### src/rtl/tqvp_htfab_vga_pkg.sv
// Shared definitions for the baby-VGA framebuffer write path.
// Used by the line FIFO and the tear-free write scheduler.
package tqvp_htfab_vga_pkg;

  localparam int FB_LINES = 16;
  localparam int FB_AW    = 4;
  localparam int FB_DW    = 32;

  typedef enum logic [1:0] {
    IDLE  = 2'd0,
    WAIT  = 2'd1,
    DRAIN = 2'd2
  } sched_state_t;

endpackage

### src/rtl/tqvp_htfab_vga_line_fifo.sv
// Line-write FIFO: storage, pointers and occupancy for queued framebuffer writes.
// With FB_SCHED_COALESCE_EN defined it also offers an address-match port for in-place updates.
module tqvp_htfab_vga_line_fifo
  import tqvp_htfab_vga_pkg::*;
#(
  parameter int DEPTH = 4,
  parameter int AW    = FB_AW,
  parameter int DW    = FB_DW
) (
  input  logic                       clk,
  input  logic                       rst_n,
  input  logic                       alloc,
  input  logic                       pop,
  input  logic [AW-1:0]              push_addr,
  input  logic [DW-1:0]              push_data,
`ifdef FB_SCHED_COALESCE_EN
  input  logic                       upd,
  output logic                       hit,
`endif
  output logic [AW-1:0]              head_addr,
  output logic [DW-1:0]              head_data,
  output logic [$clog2(DEPTH):0]     count,
  output logic                       full,
  output logic                       empty
);

  localparam int PW = $clog2(DEPTH);
  localparam int CW = PW + 1;

  logic [AW-1:0] addr_mem_r [DEPTH];
  logic [DW-1:0] data_mem_r [DEPTH];
  logic [PW-1:0] wr_ptr_r;
  logic [PW-1:0] rd_ptr_r;
  logic [CW-1:0] count_r;

`ifdef FB_SCHED_COALESCE_EN
  logic [PW-1:0] hit_idx_s;
  logic [PW-1:0] scan_idx_s;

  // Newest matching entry wins; the head being popped this cycle is excluded.
  always_comb begin
    hit        = 1'b0;
    hit_idx_s  = {PW{1'b0}};
    scan_idx_s = {PW{1'b0}};
    for (int k = 0; k < DEPTH; k++) begin
      scan_idx_s = rd_ptr_r + PW'(k);
      if ((CW'(k) < count_r) && !((k == 0) && pop) &&
          (addr_mem_r[scan_idx_s] == push_addr)) begin
        hit       = 1'b1;
        hit_idx_s = scan_idx_s;
      end else begin
        hit       = hit;
        hit_idx_s = hit_idx_s;
      end
    end
  end
`endif

  // Storage, pointer and occupancy update
  always_ff @(posedge clk or negedge rst_n) begin
    if (!rst_n) begin
      for (int i = 0; i < DEPTH; i++) begin
        addr_mem_r[i] <= {AW{1'b0}};
        data_mem_r[i] <= {DW{1'b0}};
      end
      wr_ptr_r <= {PW{1'b0}};
      rd_ptr_r <= {PW{1'b0}};
      count_r  <= {CW{1'b0}};
    end else begin
      if (alloc) begin
        addr_mem_r[wr_ptr_r] <= push_addr;
        data_mem_r[wr_ptr_r] <= push_data;
        wr_ptr_r             <= wr_ptr_r + {{(PW-1){1'b0}}, 1'b1};
      end
`ifdef FB_SCHED_COALESCE_EN
      else if (upd) begin
        data_mem_r[hit_idx_s] <= push_data;
      end
`endif
      if (pop) begin
        rd_ptr_r <= rd_ptr_r + {{(PW-1){1'b0}}, 1'b1};
      end
      count_r <= count_r + CW'(alloc) - CW'(pop);
    end
  end

  assign head_addr = addr_mem_r[rd_ptr_r];
  assign head_data = data_mem_r[rd_ptr_r];
  assign count     = count_r;
  assign full      = (count_r == CW'(DEPTH));
  assign empty     = (count_r == {CW{1'b0}});

endmodule

### src/rtl/tqvp_htfab_vga_fb_scheduler.sv
// Tear-free framebuffer write scheduler: queues CPU line writes and commits them in vblank or immediately.
// Optional FB_SCHED_COALESCE_EN merges a write into a queued entry for the same line.
module tqvp_htfab_vga_fb_scheduler
  import tqvp_htfab_vga_pkg::*;
#(
  parameter int DEPTH = 4,
  parameter int AW    = FB_AW,
  parameter int DW    = FB_DW
) (
  input  logic                   clk,
  input  logic                   rst_n,
  input  logic                   req_valid,
  input  logic [AW-1:0]          req_addr,
  input  logic [DW-1:0]          req_data,
  output logic                   req_ready,
  input  logic                   vblank,
  input  logic                   immediate,
  input  logic                   ovf_clr,
  output logic                   fb_we,
  output logic [AW-1:0]          fb_addr,
  output logic [DW-1:0]          fb_data,
  output logic [$clog2(DEPTH):0] pending,
  output logic                   overflow,
  output logic                   commit_done
);

  localparam int CW = $clog2(DEPTH) + 1;

  sched_state_t  state_r;
  sched_state_t  state_nxt_s;
  logic          drain_ok_s;
  logic          ready_s;
  logic          alloc_s;
  logic          pop_s;
  logic          ovf_set_s;
  logic          last_pop_s;
  logic          full_s;
  logic          empty_s;
  logic [CW-1:0] count_s;
  logic [CW-1:0] count_nxt_s;
  logic [AW-1:0] head_addr_s;
  logic [DW-1:0] head_data_s;
  logic          fb_we_r;
  logic [AW-1:0] fb_addr_r;
  logic [DW-1:0] fb_data_r;
  logic          overflow_r;
  logic          commit_done_r;
`ifdef FB_SCHED_COALESCE_EN
  logic          hit_s;
  logic          upd_s;
`endif

  tqvp_htfab_vga_line_fifo #(
    .DEPTH (DEPTH),
    .AW    (AW),
    .DW    (DW)
  ) u_fifo (
    .clk       (clk),
    .rst_n     (rst_n),
    .alloc     (alloc_s),
    .pop       (pop_s),
    .push_addr (req_addr),
    .push_data (req_data),
`ifdef FB_SCHED_COALESCE_EN
    .upd       (upd_s),
    .hit       (hit_s),
`endif
    .head_addr (head_addr_s),
    .head_data (head_data_s),
    .count     (count_s),
    .full      (full_s),
    .empty     (empty_s)
  );

  // Push acceptance, pop decision and post-edge occupancy; a full FIFO never allocates, even while popping
  always_comb begin
    drain_ok_s = immediate || vblank;
`ifdef FB_SCHED_COALESCE_EN
    ready_s    = !full_s || hit_s;
    alloc_s    = req_valid && !full_s && !hit_s;
    upd_s      = req_valid && hit_s;
`else
    ready_s    = !full_s;
    alloc_s    = req_valid && !full_s;
`endif
    ovf_set_s   = req_valid && !ready_s;
    pop_s       = drain_ok_s && !empty_s && (state_r != IDLE);
    count_nxt_s = count_s + CW'(alloc_s) - CW'(pop_s);
    last_pop_s  = pop_s && (count_nxt_s == {CW{1'b0}});
  end

  // Scheduler next-state
  always_comb begin
    state_nxt_s = state_r;
    case (state_r)
      IDLE: begin
        if (count_nxt_s == {CW{1'b0}}) begin
          state_nxt_s = IDLE;
        end else if (drain_ok_s) begin
          state_nxt_s = DRAIN;
        end else begin
          state_nxt_s = WAIT;
        end
      end
      WAIT: begin
        if (count_nxt_s == {CW{1'b0}}) begin
          state_nxt_s = IDLE;
        end else if (drain_ok_s) begin
          state_nxt_s = DRAIN;
        end else begin
          state_nxt_s = WAIT;
        end
      end
      DRAIN: begin
        if (count_nxt_s == {CW{1'b0}}) begin
          state_nxt_s = IDLE;
        end else if (!drain_ok_s) begin
          state_nxt_s = WAIT;
        end else begin
          state_nxt_s = DRAIN;
        end
      end
      default: state_nxt_s = IDLE;
    endcase
  end

  // State register
  always_ff @(posedge clk or negedge rst_n) begin
    if (!rst_n) begin
      state_r <= IDLE;
    end else begin
      state_r <= state_nxt_s;
    end
  end

  // Framebuffer port and status registers; address/data hold between writes, overflow set beats clear
  always_ff @(posedge clk or negedge rst_n) begin
    if (!rst_n) begin
      fb_we_r       <= 1'b0;
      fb_addr_r     <= {AW{1'b0}};
      fb_data_r     <= {DW{1'b0}};
      overflow_r    <= 1'b0;
      commit_done_r <= 1'b0;
    end else begin
      fb_we_r       <= pop_s;
      commit_done_r <= last_pop_s;
      if (pop_s) begin
        fb_addr_r <= head_addr_s;
        fb_data_r <= head_data_s;
      end
      if (ovf_set_s) begin
        overflow_r <= 1'b1;
      end else if (ovf_clr) begin
        overflow_r <= 1'b0;
      end
    end
  end

  assign req_ready   = ready_s;
  assign pending     = count_s;
  assign fb_we       = fb_we_r;
  assign fb_addr     = fb_addr_r;
  assign fb_data     = fb_data_r;
  assign overflow    = overflow_r;
  assign commit_done = commit_done_r;

endmodule

### config.mk
export PLATFORM = sky130hd
export DESIGN_NAME = tqvp_htfab_vga_fb_scheduler
export DESIGN_NICKNAME = d
export VERILOG_FILES = /design/src/rtl/tqvp_htfab_vga_pkg.sv /design/src/rtl/tqvp_htfab_vga_line_fifo.sv /design/src/rtl/tqvp_htfab_vga_fb_scheduler.sv
export SDC_FILE = /design/constraint.sdc
export NUM_CORES = 1
export LEC_CHECK = 0
export ABC_AREA = 1
export CAP_MARGIN = 20
export CORE_ASPECT_RATIO = 1.1
export CORE_MARGIN = 1
export CORE_UTILIZATION = 53
export CTS_CLUSTER_SIZE = 20
export DETAILED_ROUTE_END_ITERATION = 16
export PLACE_DENSITY = 0.77
export SKIP_LAST_GASP = 1
export SYNTH_ARGS = -nofsm -noshare
export SYNTH_HDL_FRONTEND = slang
export SYNTH_SLANG_ARGS = --single-unit
### constraint.sdc
create_clock -name clk -period 3.9 [get_ports clk]
set_input_delay 0.39 -clock clk [delete_from_list [all_inputs] [get_ports clk]]
set_output_delay 0.39 -clock clk [all_outputs]
set_load 0.005 [all_outputs]
# Word level (Yosys, flattened, before mapping)

Cells that the tools add are included.

Bits in registers: 192
Input port bits: 42
Word-level logic and storage cells: 61

Add/sub/neg operators: 4
Order comparisons: 3
Equal/unequal tests: 3
Mux-type cells: 17
Bitwise logic cells: 2
Reductions and logical operators: 15

Operators by type and width:

| operator                                                                     | count |
|---|---|
| 128-bit bitwise mux                                                          | 1 |
| 32-bit two-way mux                                                           | 3 |
| 32-bit binary-select mux with 2-bit select                                   | 1 |
| 32-bit demux with 2-bit select                                               | 1 |
| 16-bit bitwise mux                                                           | 1 |
| 4-bit two-way mux                                                            | 3 |
| 4-bit binary-select mux with 2-bit select                                    | 1 |
| 4-bit demux with 2-bit select                                                | 1 |
| 3-bit >= comparator, second input constant                                   | 2 |
| 1-bit logical AND                                                            | 6 |
| 3-bit zero test                                                              | 2 |
| 2-bit two-way mux                                                            | 3 |
| 2-bit NOT with 3-bit output                                                  | 2 |
| 2-bit by 1-bit adder with 2-bit output, second input constant                | 2 |
| 2-bit nonzero test                                                           | 2 |
| 3-bit by 1-bit adder with 3-bit output                                       | 1 |
| 3-bit equality test, second input constant                                   | 1 |
| 3-bit by 1-bit less-than comparator with 1-bit output, second input constant | 1 |
| 3-bit OR reduction                                                           | 1 |
| 3-bit by 1-bit subtractor with 3-bit output                                  | 1 |
| 2-bit by 1-bit equality test with 1-bit output, second input constant        | 1 |
| 2-bit equality test, second input constant                                   | 1 |
| 1-bit zero test                                                              | 2 |
| 2-bit zero test                                                              | 1 |
| 2 further kinds                                                              | 3 |

# Depth between registers and ports, before layout

Depth after elaboration: 8
Gate-level depth with buffers: 14

# Hierarchy

From an unflattened synthesis, not the netlist that was laid out.

Cells, all modules: 1148
Area, all modules: 9724.3 um2

Modules (own cells, without submodules):

| module                      | instances | cells an instance | area each (um2) | sequential area each (um2) |
|---|---|---|---|---|
| tqvp_htfab_vga_line_fifo    | 1         | 958               | 8050.2          | 3778.6 |
| tqvp_htfab_vga_fb_scheduler | 1         | 190               | 1674.1          | 1026.0 |

# Worst setup path after synthesis

No wires, ideal clock.

Kind: flip-flop to flip-flop
Start point: register u_fifo.count_r[1] (netlist: u_fifo.count[1])
End point: register state_r[0]
Library setup time: 0.113 ns
Data arrival time: 2.085 ns
Data required time: 3.787 ns
Slack: 1.702 ns
Cell stages (with the launch flop): 12
Period minus slack after synthesis: 2.198 ns
Path through: dfrtp_1 > nor3_2 > nor2_2 > buf_2 > ha_1 > inv_1 > ha_1 > fa_1 > nor2_1 > nand3_1 > nand2_1 > inv_1

Cells in the longest elaborated chain, start to end: 8

Ends and longest elaborated chain:

| element                                     | line                                                                                                      | text |
|---|---|---|
| start: declaration                          | tqvp_htfab_vga_line_fifo.sv:34                                                                            | `logic [CW-1:0] count_r;` |
| start signal: assignment                    | tqvp_htfab_vga_line_fifo.sv:68                                                                            | `count_r <= {CW{1'b0}};` |
| start signal: assignment                    | tqvp_htfab_vga_line_fifo.sv:83                                                                            | `count_r <= count_r + CW'(alloc) - CW'(pop);` |
| 3-bit zero test                             | tqvp_htfab_vga_line_fifo.sv:91                                                                            | `assign empty = (count_r == {CW{1'b0}});` |
| 1-bit zero test                             | tqvp_htfab_vga_fb_scheduler.sv:87                                                                         | `pop_s = drain_ok_s && !empty_s && (state_r != IDLE);` |
| 1-bit logical AND (2 in series)             | tqvp_htfab_vga_fb_scheduler.sv:87                                                                         |  |
| net pop_s                                   | tqvp_htfab_vga_fb_scheduler.sv:34                                                                         | `logic pop_s;` |
| 3-bit by 1-bit subtractor with 3-bit output | tqvp_htfab_vga_fb_scheduler.sv:88                                                                         | `count_nxt_s = count_s + CW'(alloc_s) - CW'(pop_s);` |
| net count_nxt_s[1]                          | tqvp_htfab_vga_fb_scheduler.sv:40                                                                         | `logic [CW-1:0] count_nxt_s;` |
| 3-bit zero test                             | tqvp_htfab_vga_fb_scheduler.sv:97, tqvp_htfab_vga_fb_scheduler.sv:106, tqvp_htfab_vga_fb_scheduler.sv:115 |  |
| 2-bit two-way mux                           | tqvp_htfab_vga_fb_scheduler.sv:97                                                                         | `if (count_nxt_s == {CW{1'b0}}) begin` |
| 2-bit two-way mux                           | n/a                                                                                                       |  |
| net state_nxt_s[0]                          | tqvp_htfab_vga_fb_scheduler.sv:30                                                                         | `sched_state_t state_nxt_s;` |
| end signal: assignment                      | tqvp_htfab_vga_fb_scheduler.sv:132                                                                        | `state_r <= state_nxt_s;` |
| end: declaration                            | tqvp_htfab_vga_fb_scheduler.sv:29                                                                         | `sched_state_t state_r;` |

The timed path passes the listed nets, and every way through them passes these cells.
A chain may end at the register's enable or synchronous reset.

# Worst setup path after layout

Start point: register u_fifo.count_r[1] (netlist: u_fifo.count[1])
End point: register state_r[0]

Cells in the longest elaborated chain, start to end: 8

Ends and longest elaborated chain:

| element                                                                     | line |
|---|---|
| 3-bit equality test or 3-bit zero test (tied branches)                      | tqvp_htfab_vga_line_fifo.sv:90, tqvp_htfab_vga_line_fifo.sv:91 |
| 1-bit zero test, on equally long branches                                   | tqvp_htfab_vga_fb_scheduler.sv:84, tqvp_htfab_vga_fb_scheduler.sv:87 |
| 1-bit logical AND, on equally long branches                                 | tqvp_htfab_vga_fb_scheduler.sv:84, tqvp_htfab_vga_fb_scheduler.sv:87 |
| 3-bit by 1-bit adder with 3-bit output or 1-bit logical AND (tied branches) | tqvp_htfab_vga_fb_scheduler.sv:88, tqvp_htfab_vga_fb_scheduler.sv:87 |
| 3-bit by 1-bit subtractor with 3-bit output *                               | tqvp_htfab_vga_fb_scheduler.sv:88 |
| net count_nxt_s[1]                                                          | tqvp_htfab_vga_fb_scheduler.sv:40 |
| 3-bit zero test *                                                           | tqvp_htfab_vga_fb_scheduler.sv:97, tqvp_htfab_vga_fb_scheduler.sv:106, tqvp_htfab_vga_fb_scheduler.sv:115 |
| 2-bit two-way mux *                                                         | tqvp_htfab_vga_fb_scheduler.sv:97 |
| 2-bit two-way mux *                                                         | n/a |
| net state_nxt_s[0]                                                          | tqvp_htfab_vga_fb_scheduler.sv:30 |

The timed path passes the listed nets; every way through them passes the cells marked *.

==> flow_summary.ini <==
[detailed_routing]
totalWireLength_mm = 18.93
drtIter0Drc = 493
firstDrtPassIters = 5
route.detailed.vias_per_inst = 4.941
routedWlPerCell_um = 13.45
remaining_drc_errors = 0
drtAntennaViolNets = 0
route.vias.total = 6952

[synthesis]
syn_nets = 1155
netlist-cell-type-count = 25
netlist_instances = 1106
synth_seq_area_share_pct = 51.45
yosysWarnings = 0
postSynthAreaPerCell_um2 = 8.444
syn_area_mm2 = 0.009339
ys_ff_latch = 192

[timing]
period_share_pct = 56.09
finClkSkew_ns = 0.007306
grt_setup_unrepaired = false
final.min_clock_period_ns = 2.188
finalSetupViolations = 0
setup_total_negative_slack_ns = 0
max_freq_mhz = 457.1
slew_viol_final = 0
worst_slew_pin_slew_ns = 0.9378
worst_hold_slack_ns = 0.4255
worst_slew_margin_rel_pct = 37.48
finalHoldViolations = 0

[finish]
area_delta_synth_final_pct = 14.86
final-instance-count-excl-fill = 1407
drive_gt1_share_pct = 12.79
fillerInstances = 1515
layout_common_cells = sky130_fd_sc_hd__nand2_1 (406), sky130_fd_sc_hd__dfrtp_1 (190), sky130_fd_sc_hd__inv_1 (125)
postLayoutCellArea_mm2 = 0.01073
mostFrequentLayoutCell = sky130_fd_sc_hd__nand2_1
antenna_cells_inserted = 0
design.final.nets = 1210

[die]
die_area_mm2 = 0.01816
row_count = 50
dieWidth_um = 128.6
die_height_um = 141.2
number_of_i_o_pins = 85
floorplan_core_area_mm2 = 0.01714
initial_core_util_pct = 54.48

[place]
dp_wirelength_mm = 10.69
dp_cells = 1374
port_buffers = 84
last_weighted_congestion_value_of_the_routability_driven_placer = 0.7247
placed_area_mm2 = 0.01007

[outcome]
run_status = completed

[grt]
grt_antenna_before_repair = 0
global_route_overflow = 0
grt_first_pass_wirelength_mm = 32.58
grt_pass1_vias = 6678
grt_overall_usage_pct = 22.90
grt_start_max_net_pins = 129

[power]
totalPowerFinal_mw = 9.151
leakage_nw = 5.464
worst_vdd_ir_mv = 0.6935
power_density_mw_per_mm2 = 853.1

[critical_path]
critical_path_peak_fanout = 4
timing.critical_path.from_type = flop
worst-setup-path-type = flop to flop
crit_path_end_kind = flop
crit_arrival_ns = 2.51
worst-endpoint-required_ns = 4.23

[clocking]
clockRootBuffer = sky130_fd_sc_hd__clkbuf_16
tritoncts.num_buffers = 17
ctsLongestPathBuffers = 2
worstSkewPairLatency_ns = 0.43
clock_sink_count = 192
path_clk_slew_ns = 0.07
tritoncts = done
post_cts.resized_instances = 0
h_tree_depth_reported_by_cts = 4

[worst_hold_path]
worstHoldPathType = primary input to async pin

[flow_run]
maxCapViolations = 0
==> metal layers <==
layer / global-route usage (%) / up-vias / wire length [µm]
met1: 30.18 / 3321 / 8708
met2: 38.32 / 121 / 9264
met4: 6.440 / 0 / 182
met3: 4.630 / 14 / 772
li1: - / 3496 / -
met5: 0 / - / 0
==> worst paths after layout <==
check                                          end            start  cells past startpoint  slack, ns
worst max register to register          state_r[0]  u_fifo.count[1]                     10       1.71
worst max-delay path                    state_r[0]  u_fifo.count[1]                     10       1.71
worst min register to register         fb_data[26]      fb_data[26]                      2       0.47
max in group asynchronous              fb_data[31]            rst_n                      4       2.46
worst min-delay path            u_fifo.wr_ptr_r[1]            rst_n                      2       0.43
min in group clk                       fb_data[26]      fb_data[26]                      2       0.47
==> synthesized netlist by cell type, drive strengths merged <==
| library cell | count | area, µm² |
|---|---|---|
| inv | 127 | 476.7 |
| o21ai | 147 | 1066 |
| o22ai | 1 | 6.260 |
| dfrtp | 192 | 4805 |
| a21oi | 1 | 5.000 |
| nor3 | 1 | 10.01 |
| xor2 | 2 | 17.52 |
| fa | 1 | 20.02 |
| clkbuf | 11 | 41.29 |
| or2 | 36 | 225.2 |
| ha | 6 | 75.07 |
| buf | 49 | 457.9 |
| nor2 | 76 | 287.8 |
| nand3 | 43 | 277.8 |
| nand2 | 413 | 1568 |
==> where the power goes <==
| group | switching [mW] | internal [mW] |
|---|---|---|
| registers | 0.533 | 2.92 |
| logic | 2.29 | 1.60 |
| clock network | 0.737 | 1.08 |
==> worst max-delay path, cell delays in order, from the launching register on <==
cell,delay (ns)
sky130_fd_sc_hd__dfrtp_1,0.43
sky130_fd_sc_hd__nor3_2,0.30
sky130_fd_sc_hd__nor2_4,0.07
sky130_fd_sc_hd__ha_1,0.27
sky130_fd_sc_hd__inv_1,0.04
sky130_fd_sc_hd__ha_1,0.18
sky130_fd_sc_hd__fa_1,0.45
sky130_fd_sc_hd__nor2_1,0.12
sky130_fd_sc_hd__nand3_1,0.12
sky130_fd_sc_hd__nand2_1,0.08
sky130_fd_sc_hd__inv_1,0.03
==> logic make-up (layout without fill, tap and decap cells) <==
family	Yosys count	in the layout	synth area share, %
AND/OR/NAND/NOR	569	569	25.36
flip-flops	192	192	51.45
buffers and inverters	187	254	10.45
AO/OA/AOI/OAI	149	149	11.54
adder cells (fa/ha/maj)	7	7	1.018
XOR/XNOR	2	2	0.1876
==> repair_timing <==
item | in CTS | in global routing
hold endpoints to repair | 0 | 32
buffers inserted | 0 | 0
hold buffers | 0 | 1
==> sequential cells by signal (all words and copies together) (netlist names), 2 cells and up <==
name,cells
fb_addr,4
fb_data,32
state_r,2
u_fifo.addr_mem_r,16
u_fifo.count,3
u_fifo.data_mem_r,128
u_fifo.rd_ptr_r,2
u_fifo.wr_ptr_r,2
==> final cells by class <==
cell class / count / area, µm² / share of cell area (%)
repair buffers: 96 / 969.7 / 9.040
well taps: 234 / 292.8 / 2.730
clock inverters: 8 / 128.9 / 1.201
inverters: 127 / 476.7 / 4.444
flip-flops and latches: 192 / 4807 / 44.82
clock buffers: 23 / 488.0 / 4.549
multi-input cells: 727 / 3563 / 33.22
==> stage by stage <==
step / setup WS, ns / utilization (%)
2_1_floorplan: 1.702 / -
3_3_place_gp: 1.397 / 58.76
3_5_place_dp: 1.348 / 58.76
4_1_cts: 1.695 / 62.36
5_1_grt: 1.507 / 62.58
6_report: 1.712 / 62.58
No activity file was read; power rests on OpenSTA's default activity.
